[config.mk]
export PLATFORM = sky130hd
export DESIGN_NAME = lift_scheduler
export DESIGN_NICKNAME = d
export VERILOG_FILES = /design/src/rtl/lift_pkg.sv /design/src/rtl/andar_filtro.sv /design/src/rtl/lift_scheduler.sv
export SDC_FILE = /design/constraint.sdc
export NUM_CORES = 1
export LEC_CHECK = 0
export ABC_AREA = 1
export BUFFER_PORTS_ARGS = -buffer_cell sky130_fd_sc_hd__buf_2
export CAP_MARGIN = 20
export CORE_UTILIZATION = 40
export DETAILED_ROUTE_END_ITERATION = 16
export PLACE_DENSITY_LB_ADDON = 0.08
export SYNTH_ARGS = -nofsm -noshare
export SYNTH_HDL_FRONTEND = slang
export SYNTH_SLANG_ARGS = --single-unit
[constraint.sdc]
create_clock -name clock -period 2.1 [get_ports clock]
set_input_delay 0.315 -clock clock [delete_from_list [all_inputs] [get_ports clock]]
set_output_delay 0.315 -clock clock [all_outputs]
set_load 0.05 [all_outputs]
[src/rtl/lift_pkg.sv]
// lift_pkg: shared types, constants and floor-mask helpers for the lift scheduler.
// S_ESTOP exists only when LIFT_ESTOP_EN is defined.
package lift_pkg;
  localparam int N_FLOORS = 4;
  localparam int ANDAR_W = 2;
  localparam logic DIR_UP = 1'b1;
  localparam logic DIR_DOWN = 1'b0;
  typedef enum logic [2:0] {
    S_IDLE  = 3'd0,
    S_UP    = 3'd1,
    S_DOWN  = 3'd2,
    S_STOP  = 3'd3,
    S_OPEN  = 3'd4,
`ifdef LIFT_ESTOP_EN
    S_CLOSE = 3'd5,
    S_ESTOP = 3'd6
`else
    S_CLOSE = 3'd5
`endif
  } state_t;
  function automatic logic [N_FLOORS-1:0] mask_above(input logic [ANDAR_W-1:0] f);
    logic [N_FLOORS-1:0] one;
    one = N_FLOORS'(1);
    return ~(((one << f) << 1) - one);
  endfunction
  function automatic logic [N_FLOORS-1:0] mask_below(input logic [ANDAR_W-1:0] f);
    logic [N_FLOORS-1:0] one;
    one = N_FLOORS'(1);
    return (one << f) - one;
  endfunction
endpackage

[src/rtl/andar_filtro.sv]
// andar_filtro: confirms a floor only after STABLE_CYCLES consecutive identical valid samples.
module andar_filtro
  import lift_pkg::*;
#(
  parameter int STABLE_CYCLES = 3
) (
  input  logic               clock,
  input  logic               reset,
  input  logic [ANDAR_W-1:0] andar,
  input  logic               andar_valido,
  output logic [ANDAR_W-1:0] andar_atual
);
  logic [ANDAR_W-1:0] r_cand, w_cand;
  logic [3:0] r_cnt, w_cnt;
  always_comb begin
    w_cand = andar_valido ? andar : r_cand;
    w_cnt = !andar_valido ? r_cnt : (andar != r_cand) ? 4'd1 :
            (r_cnt < 4'(STABLE_CYCLES)) ? r_cnt + 4'd1 : r_cnt;
  end
  always_ff @(posedge clock) begin
    if (!reset) begin
      r_cand <= '0;
      r_cnt <= '0;
      andar_atual <= '0;
    end else begin
      r_cand <= w_cand;
      r_cnt <= w_cnt;
      if (andar_valido && w_cnt == 4'(STABLE_CYCLES)) andar_atual <= w_cand;
    end
  end
endmodule

[src/rtl/lift_scheduler.sv]
// lift_scheduler: SCAN call scheduler driving motor and door with filtered floor input.
// Defining LIFT_ESTOP_EN adds the emergencia input and the ESTOP state.
module lift_scheduler
  import lift_pkg::*;
#(
  parameter int STABLE_CYCLES = 3,
  parameter int DOOR_CYCLES = 50,
  parameter int CLOSE_CYCLES = 10
) (
  input  logic                clock,
  input  logic                reset,
`ifdef LIFT_ESTOP_EN
  input  logic                emergencia,
`endif
  input  logic [N_FLOORS-1:0] chamada,
  input  logic [ANDAR_W-1:0]  andar,
  input  logic                andar_valido,
  output logic                sobe,
  output logic                desce,
  output logic                porta_aberta,
  output logic [ANDAR_W-1:0]  andar_atual,
  output logic [N_FLOORS-1:0] pendentes,
  output logic [2:0]          estado_db
);
  localparam logic [ANDAR_W-1:0] TOP_FLOOR = ANDAR_W'(N_FLOORS - 1);
  state_t r_state, w_next;
  logic [7:0] r_tmr;
  logic r_dir;
  logic [ANDAR_W-1:0] r_prev;
  logic w_here, w_above, w_below, w_chg, w_tmr_one, w_clr;
  logic [N_FLOORS-1:0] w_open_clr;
  andar_filtro #(.STABLE_CYCLES(STABLE_CYCLES)) u_filtro (
    .clock(clock),
    .reset(reset),
    .andar(andar),
    .andar_valido(andar_valido),
    .andar_atual(andar_atual)
  );
  assign w_here = pendentes[andar_atual];
  assign w_above = |(pendentes & mask_above(andar_atual));
  assign w_below = |(pendentes & mask_below(andar_atual));
  assign w_chg = andar_atual != r_prev;
  assign w_tmr_one = r_tmr == 8'd1;
  assign w_open_clr = (r_state == S_OPEN) ? (N_FLOORS'(1) << andar_atual) : '0;
  assign estado_db = r_state;
`ifdef LIFT_ESTOP_EN
  assign w_clr = emergencia || r_state == S_ESTOP;
`else
  assign w_clr = 1'b0;
`endif
  always_comb begin
    w_next = r_state;
    case (r_state)
      S_IDLE:  w_next = w_here ? S_OPEN : (w_above && w_below) ? (r_dir == DIR_UP ? S_UP : S_DOWN) :
                        w_above ? S_UP : w_below ? S_DOWN : S_IDLE;
      S_UP:    w_next = (andar_atual == TOP_FLOOR || (w_chg && (w_here || !w_above))) ? S_STOP : S_UP;
      S_DOWN:  w_next = (andar_atual == '0 || (w_chg && (w_here || !w_below))) ? S_STOP : S_DOWN;
      S_STOP:  w_next = S_OPEN;
      // A call for the current floor holds the door even on its last cycle
      S_OPEN:  w_next = (w_tmr_one && !chamada[andar_atual]) ? S_CLOSE : S_OPEN;
      S_CLOSE: w_next = w_tmr_one ? S_IDLE : S_CLOSE;
`ifdef LIFT_ESTOP_EN
      S_ESTOP: w_next = emergencia ? S_ESTOP : S_CLOSE;
`endif
      default: w_next = S_IDLE;
    endcase
`ifdef LIFT_ESTOP_EN
    if (emergencia) w_next = S_ESTOP;
`endif
  end
  always_ff @(posedge clock) begin
    if (!reset) begin
      r_state <= S_IDLE;
      r_tmr <= '0;
      r_dir <= DIR_UP;
      r_prev <= '0;
      pendentes <= '0;
      sobe <= 1'b0;
      desce <= 1'b0;
      porta_aberta <= 1'b0;
    end else begin
      r_state <= w_next;
      r_prev <= andar_atual;
      sobe <= w_next == S_UP;
      desce <= w_next == S_DOWN;
      porta_aberta <= w_next == S_OPEN;
      r_dir <= (w_next == S_UP) ? DIR_UP : (w_next == S_DOWN) ? DIR_DOWN : r_dir;
      r_tmr <= (w_next == S_OPEN && (r_state != S_OPEN || chamada[andar_atual])) ? 8'(DOOR_CYCLES) :
               (w_next == S_CLOSE && r_state != S_CLOSE) ? 8'(CLOSE_CYCLES) :
               (r_tmr != 8'd0) ? r_tmr - 8'd1 : 8'd0;
      pendentes <= w_clr ? '0 : (pendentes | chamada) & ~w_open_clr;
    end
  end
endmodule

==> results of run 1 <==
==> layout make-up <==
type | count | area share
repair buffers | 22 | 0.06755
well taps | 46 | 0.03377
inverters | 20 | 0.04552
flip-flops and latches | 29 | 0.3407
clock inverters | 3 | 0.01028
multi-input cells | 150 | 0.4618
clock buffers | 5 | 0.04038
==> power breakdown <==
part | total [mW] | switching [mW] | leakage (nW) | internal [mW]
Clock | 0.450 | 0.222 | 0.0439 | 0.228
Combinational | 0.909 | 0.593 | 0.559 | 0.316
Sequential | 0.750 | 0.0924 | 0.239 | 0.658
Total | 2.11 | 0.908 | 0.841 | 1.20
==> cells in the final DEF, fill, tap and decap left out, drive strengths merged <==
cell type,count
a21oi,6
a31oi,3
and3,1
buf,22
clkbuf,5
clkinv,2
clkinvlp,1
dfxtp,29
ha,4
inv,20
mux2i,2
nand2,50
nand3,16
nand4,2
nor2,43
nor3,5
o21ai,5
o221ai,2
xnor2,8
xor2,3
==> metrics by stage <==
| stage | utilization | setup WS [ps] | area [um^2] | total power, mW | cells |
|---|---|---|---|---|---|
| floorplan | - | 323.5 | 1475 | 1.496 | 203 |
| global placement | 0.4700 | 502.8 | 1618 | 1.671 | 267 |
| detailed placement | 0.4700 | 417.6 | 1618 | 1.674 | 267 |
| CTS | 0.4951 | 409.4 | 1704 | 2.130 | 275 |
| global route | 0.4951 | 250.4 | 1704 | 2.280 | 275 |
| finish | 0.4951 | 420.2 | 1704 | 2.110 | 275 |
==> tightest hold or removal path: stages <==
cell and delay (ps):
sky130_fd_sc_hd__buf_2 90, sky130_fd_sc_hd__o221ai_1 100, sky130_fd_sc_hd__inv_1 60
==> layer usage <==
metal  vias to the layer above  routed length (um)  track usage
li1                        693                   -            -
met1                       605                1471       0.2086
met2                        24                1450       0.3016
met3                         5                 134      0.05474
met4                         0                  47      0.06105
met5                         -                   0            0
==> worst max-delay path by stage <==
stage	startpoint	to	cells after the start
3_5_place_dp	u_filtro.r_cnt[0]$_SDFF_PN0_	u_filtro.andar_atual[1]$_SDFFE_PN0P_	9
6_report	u_filtro.andar_atual[0]$_SDFFE_PN0P_	r_tmr[3]$_SDFF_PP0_	11
5_1_grt	u_filtro.r_cnt[0]$_SDFF_PN0_	u_filtro.andar_atual[1]$_SDFFE_PN0P_	9
4_1_cts	u_filtro.r_cnt[0]$_SDFF_PN0_	u_filtro.andar_atual[0]$_SDFFE_PN0P_	9
2_1_floorplan	u_filtro.andar_atual[0]$_SDFFE_PN0P_	r_dir$_SDFFE_PP1P_	14
3_3_place_gp	u_filtro.andar_atual[0]$_SDFFE_PN0P_	r_tmr[2]$_SDFF_PP0_	9
==> sequential cells by signal, indices dropped and copies added, names as in the netlist <==
signal                flops
r_prev                    2
r_dir                     1
u_filtro.r_cnt            4
desce                     1
u_filtro.r_cand           2
pendentes                 4
sobe                      1
u_filtro.andar_atual      2
r_tmr                     8
estado_db                 3
porta_aberta              1
==> cell usage after synthesis <==
master / n / share of area
sky130_fd_sc_hd__clkbuf_1: 2 / 0.0051
sky130_fd_sc_hd__nand4_1: 1 / 0.0042
sky130_fd_sc_hd__xnor2_1: 8 / 0.047
sky130_fd_sc_hd__buf_6: 2 / 0.015
sky130_fd_sc_hd__xor2_1: 3 / 0.018
sky130_fd_sc_hd__nand3_1: 13 / 0.044
sky130_fd_sc_hd__nand2_2: 3 / 0.013
sky130_fd_sc_hd__inv_1: 18 / 0.046
sky130_fd_sc_hd__nor3_1: 5 / 0.017
sky130_fd_sc_hd__dfxtp_1: 29 / 0.39
sky130_fd_sc_hd__nand3_2: 3 / 0.020
sky130_fd_sc_hd__inv_4: 1 / 0.0042
sky130_fd_sc_hd__nor2_1: 36 / 0.092
sky130_fd_sc_hd__a21oi_1: 6 / 0.020
sky130_fd_sc_hd__nand4_2: 1 / 0.0085
sky130_fd_sc_hd__nand2_1: 47 / 0.12
sky130_fd_sc_hd__a31oi_1: 3 / 0.013
sky130_fd_sc_hd__o21ai_0: 4 / 0.014
sky130_fd_sc_hd__inv_2: 1 / 0.0025
sky130_fd_sc_hd__nor2_2: 5 / 0.021
sky130_fd_sc_hd__o221ai_1: 2 / 0.012
sky130_fd_sc_hd__ha_1: 4 / 0.034
sky130_fd_sc_hd__o21ai_1: 1 / 0.0034
sky130_fd_sc_hd__and3_1: 1 / 0.0042
sky130_fd_sc_hd__nor2_4: 2 / 0.015
sky130_fd_sc_hd__mux2i_1: 2 / 0.014
==> kinds of logic after synthesis <==
group                      Yosys count  share of synthesized area
buffers and inverters               24                    0.07294
and+or+nand+nor                    117                     0.3588
xor gates and xnor gates            11                    0.06531
DFF                                 29                     0.3936
adders and majority gates            4                    0.03393
muxes                                2                    0.01357
AOI/OAI and AO/OA                   16                    0.06192
==> flow_summary.html, run 1 <==
<table>
<tr><th>Metric</th><th>Value</th></tr>
<tr><th colspan="2">Die</th></tr>
<tr><td>Core outline area</td><td>0.003442 mm^2</td></tr>
<tr><td>Horizontal extent of the die</td><td>62.73 um</td></tr>
<tr><td># IOs</td><td>21</td></tr>
<tr><td>Starting density of the core</td><td>0.4286</td></tr>
<tr><td>Y dimension of the die</td><td>between 60 and 70 um</td></tr>
<tr><td>Die area</td><td>about 0.0039 mm^2</td></tr>
<tr><td>Total number of placement rows</td><td>21</td></tr>
<tr><th colspan="2">Critical path</th></tr>
<tr><td>Crit path capture type</td><td>register</td></tr>
<tr><td>R2R Setup Slk</td><td>420 ps</td></tr>
<tr><td>Required time worst endpoint</td><td>approximately 2300 ps</td></tr>
<tr><td>Combined buffer and inverter count along the critical path</td><td>2</td></tr>
<tr><td>Depth of the worst register-to-register path</td><td>11</td></tr>
<tr><td>RR Endpoint</td><td>r_tmr[3]$_SDFF_PP0_</td></tr>
<tr><td>Worst Path Class, Setup</td><td>reg -&gt; reg</td></tr>
<tr><td>Highest net fanout along the worst path</td><td>7</td></tr>
<tr><td>Worst-path cell chain</td><td>buf_4, inv_4, nand2_1, nand2_1, nand3_1, nand2_1, nand2_1, nand2_1, nand2_1, nand4_2, and3_1</td></tr>
<tr><td>Worst flop-to-flop path startpoint</td><td>u_filtro.andar_atual[0]$_SDFFE_PN0P_</td></tr>
<tr><td>Cell class contributing the biggest share of worst-path delay</td><td>simple AND/OR/NAND/NOR gates</td></tr>
<tr><td>Top cell by count, worst path</td><td>sky130_fd_sc_hd__nand2_1</td></tr>
<tr><td>Cell at the slowest stage of the critical path</td><td>sky130_fd_sc_hd__dfxtp_1</td></tr>
<tr><td>Launching element type of the critical path</td><td>register</td></tr>
<tr><td>Peak per-stage delay on the critical path</td><td>roughly 440 ps</td></tr>
<tr><td>Arrival time at the worst endpoint</td><td>roughly 1900 ps</td></tr>
<tr><th colspan="2">Clock network</th></tr>
<tr><td>Num CTS Buffers</td><td>5</td></tr>
<tr><td>Number of sinks handled by clock tree synthesis</td><td>29</td></tr>
<tr><td>Depth of the CTS H-tree</td><td>2</td></tr>
<tr><td># Post-CTS Setup Buffers</td><td>0</td></tr>
<tr><td>Clk buf depth</td><td>2</td></tr>
<tr><td>Clock latency at the later pin of the worst-skew pair</td><td>roughly 280 ps</td></tr>
<tr><td>Post-CTS Hold Buffers</td><td>0</td></tr>
<tr><td>Clock root buffer master</td><td>sky130_fd_sc_hd__clkbuf_8</td></tr>
<tr><td>Worst-path clk slew</td><td>~70 ps</td></tr>
<tr><td>CTS tree</td><td>built</td></tr>
<tr><td>Post-cts repair resize count</td><td>0</td></tr>
<tr><th colspan="2">Flow run</th></tr>
<tr><td>MaxCap Viol Count</td><td>0</td></tr>
<tr><th colspan="2">Placement</th></tr>
<tr><td>DP Wirelength</td><td>about 2500 um</td></tr>
<tr><td>Number of port buffers</td><td>20</td></tr>
<tr><td>Weighted congestion reported at the end of routability-driven placement</td><td>between 0.8 and 0.9</td></tr>
<tr><th colspan="2">Status</th></tr>
<tr><td>Outcome</td><td>finished clean</td></tr>
<tr><th colspan="2">Timing</th></tr>
<tr><td>Final period demand of the worst path</td><td>1680 ps</td></tr>
<tr><td>Setup TNS Final</td><td>0 ps</td></tr>
<tr><td>Worst-case headroom to the max-slew limit</td><td>0.6880</td></tr>
<tr><td># setup viols final</td><td>0</td></tr>
<tr><td>Final-layout worst hold slack</td><td>about 310 ps</td></tr>
<tr><td>RSZ-0062 raised after global routing</td><td>no</td></tr>
<tr><td>Crit share post-route</td><td>0.7999</td></tr>
<tr><td>Final hold violations</td><td>0</td></tr>
<tr><td>Worst Tran Pin Value</td><td>between 400 and 500 ps</td></tr>
<tr><td>Final Max Slew Viols</td><td>0</td></tr>
<tr><td>Post-route clock skew</td><td>between 4 and 5 ps</td></tr>
<tr><td>Peak clock frequency supported by timing</td><td>roughly 600 MHz</td></tr>
<tr><th colspan="2">Synthesis</th></tr>
<tr><td>Mean cell area of the mapped netlist</td><td>7.267 um^2</td></tr>
<tr><td>Synthesized instance count</td><td>~200</td></tr>
<tr><td>Net count after synthesis</td><td>between 200 and 250</td></tr>
<tr><td>Portion of the post-synthesis area used by sequential elements</td><td>0.3936</td></tr>
<tr><td>Post-synth cell types</td><td>26</td></tr>
<tr><td>YS warnings</td><td>0</td></tr>
<tr><td>Post-synthesis sequential element count</td><td>29</td></tr>
<tr><td>Mapped Area</td><td>~0.0015 mm^2</td></tr>
<tr><th colspan="2">Min path</th></tr>
<tr><td>Cells on Worst Hold Path</td><td>3</td></tr>
<tr><td>Worst Hold End</td><td>pendentes[3]$_SDFF_PN0_</td></tr>
<tr><td>Worst Hold Class</td><td>in -&gt; reg</td></tr>
<tr><td>Hold path startpoint</td><td>chamada[3]</td></tr>
<tr><th colspan="2">Pwr</th></tr>
<tr><td>Pleak</td><td>between 0.8 and 0.9 nW</td></tr>
<tr><td>Peak ir drop on the vdd network</td><td>0.5424 mV</td></tr>
<tr><td>Total power density per cell area</td><td>between 1000 and 1500 mW/mm^2</td></tr>
<tr><th colspan="2">Cells and area</th></tr>
<tr><td>Area used by sequential logic in the layout</td><td>around 580 um^2</td></tr>
<tr><td>Layout area overhead</td><td>15.52%</td></tr>
<tr><td>Footprint of the multi-input gates</td><td>a little under 800 um^2</td></tr>
<tr><td>Total number of nets in the final design</td><td>~240</td></tr>
<tr><td>Number of antenna diodes</td><td>0</td></tr>
<tr><td>Filler cell count</td><td>approximately 360</td></tr>
<tr><td>Share of cells above drive strength 1</td><td>0.2009</td></tr>
<tr><th colspan="2">GRT</th></tr>
<tr><td>Global-route wire length before repair</td><td>around 5400 um</td></tr>
<tr><td>Initial antenna violation count</td><td>0</td></tr>
<tr><td>Via count of the first global-routing pass</td><td>about 1300</td></tr>
<tr><td>Global Route Usage Sum</td><td>0.1770</td></tr>
<tr><td>Maximum number of pins on one net before global-route repair</td><td>16</td></tr>
<tr><td>Total global routing overflow</td><td>0</td></tr>
<tr><th colspan="2">Drt</th></tr>
<tr><td>Final routed DRC violation total</td><td>0</td></tr>
<tr><td>ANT nets after route</td><td>0</td></tr>
<tr><td>Number of design-rule violations left by the first detailed-router iteration</td><td>62</td></tr>
<tr><td>Total via count after detailed routing</td><td>1327</td></tr>
<tr><td>Wire length per cell</td><td>between 10 and 15 um</td></tr>
<tr><td>Router iterations before antenna repair</td><td>4</td></tr>
<tr><td>Final WL</td><td>around 3100 um</td></tr>
<tr><td>Post-DR vias/cell</td><td>approximately 4.8</td></tr>
</table>
Power figures use the tool's default switching activity.
==> run 2, diff against run 1 <==
clock period = 1.45 ns   (was 2.1 ns; I/O delays follow)
==> run 2 against run 1 <==
  * The run now ends with setup timing left
  * Clock skew is 1.7 ps higher
  * Sequential power increased by 48%
  * Register-to-register slack lost 490 ps
  * Cell area increased by 27%
  * Critical endpoint unchanged
  * Largest power group unchanged
==> flow_summary.html, run 2 (same netlist as run 1, synthesis figures left out) <==
<table>
<tr><th>Metric</th><th>Value</th></tr>
<tr><th colspan="2">Status</th></tr>
<tr><td>Outcome</td><td>finished, violations left</td></tr>
<tr><td>Violated checks</td><td>setup timing</td></tr>
<tr><th colspan="2">Timing</th></tr>
<tr><td>Peak clock frequency supported by timing</td><td>~660 MHz</td></tr>
<tr><td>Crit share post-route</td><td>1.046</td></tr>
<tr><td>Worst-case headroom to the max-slew limit</td><td>0.6417</td></tr>
<tr><td>Final hold violations</td><td>0</td></tr>
<tr><td>Worst Tran Pin Value</td><td>approximately 540 ps</td></tr>
<tr><td>RSZ-0062 raised after global routing</td><td>yes</td></tr>
<tr><td>Final Max Slew Viols</td><td>0</td></tr>
<tr><td># setup viols final</td><td>11</td></tr>
<tr><td>Post-route clock skew</td><td>a little over 6 ps</td></tr>
<tr><td>Final period demand of the worst path</td><td>between 1500 and 2000 ps</td></tr>
<tr><td>Setup TNS Final</td><td>-372.8 ps</td></tr>
<tr><td>Setup slack after layout</td><td>-66.21 ps</td></tr>
<tr><td>Final-layout worst hold slack</td><td>roughly 240 ps</td></tr>
<tr><th colspan="2">Clock network</th></tr>
<tr><td>Clock root buffer master</td><td>sky130_fd_sc_hd__clkbuf_8</td></tr>
<tr><td>Worst-path clk slew</td><td>60 ps</td></tr>
<tr><td>CTS tree</td><td>built</td></tr>
<tr><td>Number of sinks handled by clock tree synthesis</td><td>29</td></tr>
<tr><td>Num CTS Buffers</td><td>5</td></tr>
<tr><td>Depth of the CTS H-tree</td><td>2</td></tr>
<tr><td>Clk buf depth</td><td>2</td></tr>
<tr><td>Post-CTS Hold Buffers</td><td>0</td></tr>
<tr><td>Clock latency at the later pin of the worst-skew pair</td><td>270 ps</td></tr>
<tr><th colspan="2">Drt</th></tr>
<tr><td>Wire length per cell</td><td>12.02 um</td></tr>
<tr><td>Router iterations before antenna repair</td><td>4</td></tr>
<tr><td>Final WL</td><td>between 3000 and 4000 um</td></tr>
<tr><td>Number of design-rule violations left by the first detailed-router iteration</td><td>61</td></tr>
<tr><td>Post-DR vias/cell</td><td>4.739</td></tr>
<tr><td>ANT nets after route</td><td>0</td></tr>
<tr><td>Final routed DRC violation total</td><td>0</td></tr>
<tr><td>Total via count after detailed routing</td><td>1436</td></tr>
<tr><th colspan="2">Cells and area</th></tr>
<tr><td>Total number of nets in the final design</td><td>270</td></tr>
<tr><td>Highest-count cells in the layout ignoring fill and taps</td><td>36 x sky130_fd_sc_hd__nand2_1, 28 x sky130_fd_sc_hd__buf_4, 24 x sky130_fd_sc_hd__nor2_1</td></tr>
<tr><td>Flip-flop count of the largest register, all copies and words added</td><td>8</td></tr>
<tr><td>Filler cell count</td><td>320</td></tr>
<tr><td>Area used by sequential logic in the layout</td><td>between 600 and 700 um^2</td></tr>
<tr><td>Share of cells above drive strength 1</td><td>0.4981</td></tr>
<tr><td>Layout area overhead</td><td>47.07%</td></tr>
<tr><td>Post-route cell area</td><td>~0.0022 mm^2</td></tr>
<tr><td>Number of antenna diodes</td><td>0</td></tr>
<tr><td>Most common library cell in the layout ignoring fill and taps</td><td>sky130_fd_sc_hd__nand2_1</td></tr>
<tr><td>Top reg by flops</td><td>r_tmr</td></tr>
<tr><td>Leading registers by flop count</td><td>r_tmr: 8 flops, pendentes: 4 flops, u_filtro.r_cnt: 4 flops</td></tr>
<tr><td>Footprint of the multi-input gates</td><td>~1000 um^2</td></tr>
<tr><th colspan="2">Pwr</th></tr>
<tr><td>Switching power as a share of total power</td><td>0.4220</td></tr>
<tr><td>Switching power total</td><td>about 1.6 mW</td></tr>
<tr><td>Pint</td><td>approximately 2.1 mW</td></tr>
<tr><td>Total power density per cell area</td><td>roughly 1700 mW/mm^2</td></tr>
<tr><td>Share of total power in the clock network</td><td>0.164</td></tr>
<tr><td>Pleak</td><td>~1.0 nW</td></tr>
<tr><td>Peak ir drop on the vdd network</td><td>~0.68 mV</td></tr>
<tr><td>Portion of total power attributed to sequential cells</td><td>0.299</td></tr>
<tr><td>Share of total power in combinational logic</td><td>0.537</td></tr>
<tr><th colspan="2">Critical path</th></tr>
<tr><td>Required time worst endpoint</td><td>between 1500 and 2000 ps</td></tr>
<tr><td>Crit path capture type</td><td>register</td></tr>
<tr><td>Launching element type of the critical path</td><td>register</td></tr>
<tr><td>Highest net fanout along the worst path</td><td>5</td></tr>
<tr><td>Worst Path Class, Setup</td><td>reg -&gt; reg</td></tr>
<tr><td>Arrival time at the worst endpoint</td><td>roughly 1700 ps</td></tr>
<tr><th colspan="2">GRT</th></tr>
<tr><td>Maximum number of pins on one net before global-route repair</td><td>16</td></tr>
<tr><td>Global Route Usage Sum</td><td>0.2039</td></tr>
<tr><td>Via count of the first global-routing pass</td><td>between 1000 and 1500</td></tr>
<tr><td>Total global routing overflow</td><td>0</td></tr>
<tr><td>Initial antenna violation count</td><td>0</td></tr>
<tr><td>Global-route wire length before repair</td><td>approximately 6300 um</td></tr>
<tr><th colspan="2">Die</th></tr>
<tr><td>Core outline area</td><td>0.003442 mm^2</td></tr>
<tr><td>Y dimension of the die</td><td>62.73 um</td></tr>
<tr><td>Die area</td><td>between 0.003 and 0.004 mm^2</td></tr>
<tr><td>Total number of placement rows</td><td>21</td></tr>
<tr><td>Horizontal extent of the die</td><td>approximately 63 um</td></tr>
<tr><td># IOs</td><td>21</td></tr>
<tr><td>Starting density of the core</td><td>0.4286</td></tr>
<tr><th colspan="2">Placement</th></tr>
<tr><td>Weighted congestion reported at the end of routability-driven placement</td><td>roughly 0.86</td></tr>
<tr><td>Pre-CTS setup slack</td><td>-145.4 ps</td></tr>
<tr><td>Placement-stage cell area</td><td>~0.0018 mm^2</td></tr>
<tr><td>DP Wirelength</td><td>2594 um</td></tr>
<tr><td>Number of port buffers</td><td>20</td></tr>
<tr><th colspan="2">Flow run</th></tr>
<tr><td>MaxCap Viol Count</td><td>0</td></tr>
<tr><th colspan="2">Min path</th></tr>
<tr><td>Worst Hold Class</td><td>in -&gt; reg</td></tr>
</table>
[run 2: per-layer routing]
layer | routed length, um | vias up | global-route usage
met4 | 0 | 0 | 0.06105
met1 | 1648 | 652 | 0.2463
li1 | - | 751 | -
met5 | 0 | - | 0
met3 | 174 | 0 | 0.04927
met2 | 1817 | 33 | 0.3546
[run 2: layout make-up]
class | count | area share
clock buffer | 6 | 0.03345
clock inverter | 1 | 0.002307
inverter | 20 | 0.03691
multi-input combinational | 150 | 0.4608
sequential | 29 | 0.2814
tap | 46 | 0.02653
timing repair buffer | 51 | 0.1586
[run 2: through the flow]
stage / util / cells / total power, mW
floorplan: - / 203 / 2.184
global placement: 0.5300 / 291 / 2.687
detailed placement: 0.5300 / 291 / 2.725
CTS: 0.6020 / 302 / 3.564
global route: 0.6303 / 303 / 3.987
finish: 0.6303 / 303 / 3.700
[run 2: worst paths after layout]
path / from / to / slack (ps) / cells after the start
max reg2reg: r_tmr[1]$_SDFF_PN0_ / r_tmr[3]$_SDFF_PP0_ / -70 / 10
min reg2reg: u_filtro.r_cnt[3]$_SDFF_PN0_ / u_filtro.r_cnt[3]$_SDFF_PN0_ / 480 / 2
max: r_tmr[1]$_SDFF_PN0_ / r_tmr[3]$_SDFF_PP0_ / -70 / 10
min: chamada[3] / pendentes[3]$_SDFF_PN0_ / 240 / 3
[run 2: timing repair]
action | in CTS | in global routing
setup buffers | 4 | 1
endpoints found under the setup margin | 13 | 15
pin swaps | 20 | 18
resized for setup | 39 | 24
[run 2: power by group through the flow]
stage	sequential, mW	clock [mW]	combinational (mW)
finish	1.11	0.606	1.99
global route	1.13	0.681	2.18
CTS	1.10	0.633	1.83
detailed placement	1.09	0	1.64
global placement	1.08	0	1.61
floorplan	1.29	0	0.890
[run 2: critical path, cell delays in order, from the launching register on]
cell and delay (ps):
sky130_fd_sc_hd__dfxtp_2 320, sky130_fd_sc_hd__inv_2 70, sky130_fd_sc_hd__ha_4 130, sky130_fd_sc_hd__nand2_2 60, sky130_fd_sc_hd__nor2_4 120, sky130_fd_sc_hd__nor2_4 60, sky130_fd_sc_hd__nor2_2 90, sky130_fd_sc_hd__nand2_2 80
sky130_fd_sc_hd__nor2_4 150, sky130_fd_sc_hd__nand4_4 150, sky130_fd_sc_hd__and3_1 190
==> run 3, diff against run 2 <==
==> constraint.sdc (replaced) <==
create_clock -name clock -period 1.45 [get_ports clock]
set_input_delay 0 -clock clock [delete_from_list [all_inputs] [get_ports clock]]
set_output_delay 0 -clock clock [all_outputs]
set_load 0.05 [all_outputs]
==> run 3 against run 2 <==
  * Highest routed layer unchanged
  * Largest power group unchanged
  * Worst setup slack hardly changed
  * Via count down 0.49%
  * Non-clock buffer count increased by 1
  * Utilization rose by 0.29 points
  * Sequential share of layout area down 0.13 points
  * The run still ends with setup timing left
  * Register-to-register slack is essentially flat
  * First-iteration DRC count down 8.2%
==> flow_summary.html, run 3 (same netlist as run 1, synthesis figures left out) <==
<table>
<tr><th>Metric</th><th>Value</th></tr>
<tr><th colspan="2">Timing</th></tr>
<tr><td>Crit share post-route</td><td>1.046</td></tr>
<tr><td>Worst Tran Pin Value</td><td>between 500 and 600 ps</td></tr>
<tr><td>Setup slack after layout</td><td>-66.51 ps</td></tr>
<tr><td>Final hold violations</td><td>0</td></tr>
<tr><td># setup viols final</td><td>10</td></tr>
<tr><td>RSZ-0062 raised after global routing</td><td>yes</td></tr>
<tr><td>Peak clock frequency supported by timing</td><td>~660 MHz</td></tr>
<tr><td>Post-route clock skew</td><td>roughly 5.2 ps</td></tr>
<tr><td>Final Max Slew Viols</td><td>0</td></tr>
<tr><td>Setup TNS Final</td><td>-366.8 ps</td></tr>
<tr><td>Worst-case headroom to the max-slew limit</td><td>0.6425</td></tr>
<tr><td>Final period demand of the worst path</td><td>roughly 1500 ps</td></tr>
<tr><th colspan="2">Min path</th></tr>
<tr><td>Worst Hold Class</td><td>in -&gt; reg</td></tr>
<tr><td>Hold path startpoint</td><td>chamada[0]</td></tr>
<tr><td>Cells on Worst Hold Path</td><td>3</td></tr>
<tr><td>Worst Hold End</td><td>pendentes[0]$_SDFF_PN0_</td></tr>
<tr><th colspan="2">Drt</th></tr>
<tr><td>Final routed DRC violation total</td><td>0</td></tr>
<tr><td>Total via count after detailed routing</td><td>roughly 1400</td></tr>
<tr><td>Final WL</td><td>approximately 3600 um</td></tr>
<tr><td>ANT nets after route</td><td>0</td></tr>
<tr><td>Post-DR vias/cell</td><td>4.701</td></tr>
<tr><td>Wire length per cell</td><td>11.98 um</td></tr>
<tr><td>Router iterations before antenna repair</td><td>4</td></tr>
<tr><td>Number of design-rule violations left by the first detailed-router iteration</td><td>56</td></tr>
<tr><th colspan="2">GRT</th></tr>
<tr><td>Initial antenna violation count</td><td>0</td></tr>
<tr><td>Via count of the first global-routing pass</td><td>~1400</td></tr>
<tr><td>Global Route Usage Sum</td><td>0.2043</td></tr>
<tr><td>Total global routing overflow</td><td>0</td></tr>
<tr><td>Maximum number of pins on one net before global-route repair</td><td>16</td></tr>
<tr><td>Global-route wire length before repair</td><td>~6300 um</td></tr>
<tr><th colspan="2">Cells and area</th></tr>
<tr><td>Non-filler instance count after layout</td><td>304</td></tr>
<tr><td>Top reg by flops</td><td>r_tmr</td></tr>
<tr><td>Area used by sequential logic in the layout</td><td>roughly 600 um^2</td></tr>
<tr><td>Footprint of the multi-input gates</td><td>about 1000 um^2</td></tr>
<tr><td>Filler cell count</td><td>319</td></tr>
<tr><td>Leading registers by flop count</td><td>r_tmr: 8 flops, pendentes: 4 flops, u_filtro.r_cnt: 4 flops</td></tr>
<tr><td>Share of cells above drive strength 1</td><td>0.4961</td></tr>
<tr><td>Number of antenna diodes</td><td>0</td></tr>
<tr><td>Most common library cell in the layout ignoring fill and taps</td><td>sky130_fd_sc_hd__nand2_1</td></tr>
<tr><td>Total number of nets in the final design</td><td>approximately 270</td></tr>
<tr><td>Highest-count cells in the layout ignoring fill and taps</td><td>36 x sky130_fd_sc_hd__nand2_1, 28 x sky130_fd_sc_hd__buf_4, 24 x sky130_fd_sc_hd__nor2_1</td></tr>
<tr><td>Layout area overhead</td><td>47.75%</td></tr>
<tr><td>Flip-flop count of the largest register, all copies and words added</td><td>8</td></tr>
<tr><th colspan="2">Status</th></tr>
<tr><td>Violated checks</td><td>setup timing</td></tr>
<tr><td>Outcome</td><td>finished, violations left</td></tr>
<tr><th colspan="2">Critical path</th></tr>
<tr><td>Crit path capture type</td><td>register</td></tr>
<tr><td>Required time worst endpoint</td><td>about 1600 ps</td></tr>
<tr><td>Worst flop-to-flop path startpoint</td><td>r_tmr[1]$_SDFF_PN0_</td></tr>
<tr><td>Arrival time at the worst endpoint</td><td>around 1700 ps</td></tr>
<tr><td>Depth of the worst register-to-register path</td><td>10</td></tr>
<tr><td>Launching element type of the critical path</td><td>register</td></tr>
<tr><td>R2R Setup Slk</td><td>-70 ps</td></tr>
<tr><td>Worst Path Class, Setup</td><td>reg -&gt; reg</td></tr>
<tr><td>Highest net fanout along the worst path</td><td>5</td></tr>
<tr><td>RR Endpoint</td><td>r_tmr[3]$_SDFF_PP0_</td></tr>
<tr><th colspan="2">Pwr</th></tr>
<tr><td>Pleak</td><td>~1.0 nW</td></tr>
<tr><td>Total power density per cell area</td><td>roughly 1700 mW/mm^2</td></tr>
<tr><td>Total power</td><td>roughly 3.7 mW</td></tr>
<tr><td>Peak ir drop on the vdd network</td><td>approximately 0.68 mV</td></tr>
<tr><th colspan="2">Die</th></tr>
<tr><td>Starting density of the core</td><td>0.4286</td></tr>
<tr><td>Total number of placement rows</td><td>21</td></tr>
<tr><td>Horizontal extent of the die</td><td>approximately 63 um</td></tr>
<tr><td># IOs</td><td>21</td></tr>
<tr><td>Core outline area</td><td>roughly 0.0034 mm^2</td></tr>
<tr><td>Die area</td><td>0.003935 mm^2</td></tr>
<tr><td>Y dimension of the die</td><td>62.73 um</td></tr>
<tr><th colspan="2">Clock network</th></tr>
<tr><td>Number of sinks handled by clock tree synthesis</td><td>29</td></tr>
<tr><td>Worst-path clk slew</td><td>~60 ps</td></tr>
<tr><td>Clock latency at the later pin of the worst-skew pair</td><td>~270 ps</td></tr>
<tr><td>CTS tree</td><td>built</td></tr>
<tr><td>Clock root buffer master</td><td>sky130_fd_sc_hd__clkbuf_8</td></tr>
<tr><td>Clk buf depth</td><td>2</td></tr>
<tr><td>Num CTS Buffers</td><td>5</td></tr>
<tr><td>Depth of the CTS H-tree</td><td>2</td></tr>
<tr><th colspan="2">Placement</th></tr>
<tr><td>Number of port buffers</td><td>20</td></tr>
<tr><td>Inst Count DP</td><td>about 290</td></tr>
<tr><td>DP Wirelength</td><td>approximately 2600 um</td></tr>
<tr><td>Weighted congestion reported at the end of routability-driven placement</td><td>about 0.86</td></tr>
<tr><th colspan="2">Flow run</th></tr>
<tr><td>MaxCap Viol Count</td><td>0</td></tr>
</table>
run 3: per-stage QoR:
| step | hold WS (ps) | util | cell area, um^2 | setup slack (ps) |
|---|---|---|---|---|
| after floorplan | 146.7 | - | 1501 | -23.61 |
| final | 22.89 | 0.6332 | 2180 | -66.51 |
| after CTS | 13.75 | 0.6049 | 2082 | -55.18 |
| after detailed placement | 284.9 | 0.5300 | 1824 | -145.4 |
| after global placement | 269.8 | 0.5300 | 1824 | -105.8 |
| after global routing | 59.73 | 0.6332 | 2180 | -190.9 |
run 3: timing repair:
item                       in CTS  in global routing
cloned                          0                  0
hold buffers                    1                  0
gates resized for setup        39                 24
pin swaps                      20                 18
setup endpoints to repair      13                 15
buffers inserted                4                  1
hold endpoints to repair        1                  0
run 3: layout make-up:
| cell class | instances | area share |
|---|---|---|
| clock buffers | 6 | 0.03330 |
| clock inverters | 1 | 0.002296 |
| inverters | 20 | 0.03674 |
| multi-input cells | 150 | 0.4587 |
| flip-flops and latches | 29 | 0.2801 |
| well taps | 46 | 0.02641 |
| repair buffers | 52 | 0.1625 |
run 3: report_power, final:
group | switching (mW) | internal, mW | total [mW] | leakage [nW]
clock network | 0.282 | 0.325 | 0.607 | 0.0410
logic | 1.15 | 0.841 | 1.99 | 0.752
registers | 0.134 | 0.974 | 1.11 | 0.244
run 3: how the worst max path moves through the flow:
| stage | start | end | slack (ps) | depth (start not counted) |
|---|---|---|---|---|
| after detailed placement | u_filtro.r_cnt[0]$_SDFF_PN0_ | u_filtro.andar_atual[0]$_SDFFE_PN0P_ | -150 | 9 |
| after global placement | u_filtro.r_cnt[0]$_SDFF_PN0_ | u_filtro.andar_atual[0]$_SDFFE_PN0P_ | -110 | 9 |
| after global routing | u_filtro.r_cnt[0]$_SDFF_PN0_ | u_filtro.andar_atual[0]$_SDFFE_PN0P_ | -190 | 9 |
| final | r_tmr[1]$_SDFF_PN0_ | r_tmr[3]$_SDFF_PP0_ | -70 | 10 |
| after floorplan | u_filtro.andar_atual[0]$_SDFFE_PN0P_ | r_dir$_SDFFE_PP1P_ | -20 | 14 |
| after CTS | u_filtro.andar_atual[1]$_SDFFE_PN0P_ | r_dir$_SDFFE_PP1P_ | -60 | 12 |
run 3: metal layers:
metal	vias to the layer above	global-route usage	share of wire
met5	-	0	0
met4	0	0.06105	0
met3	0	0.04927	0.043
met2	29	0.3546	0.50
met1	647	0.2475	0.46
li1	753	-	-
run 3: critical path, cell delays in order (launching register included):
cell	delay (ps)
sky130_fd_sc_hd__dfxtp_2	320
sky130_fd_sc_hd__inv_2	70
sky130_fd_sc_hd__ha_4	130
sky130_fd_sc_hd__nand2_2	60
sky130_fd_sc_hd__nor2_4	120
sky130_fd_sc_hd__nor2_4	60
sky130_fd_sc_hd__nor2_2	90
sky130_fd_sc_hd__nand2_2	80
sky130_fd_sc_hd__nor2_4	150
sky130_fd_sc_hd__nand4_4	150
sky130_fd_sc_hd__and3_1	190
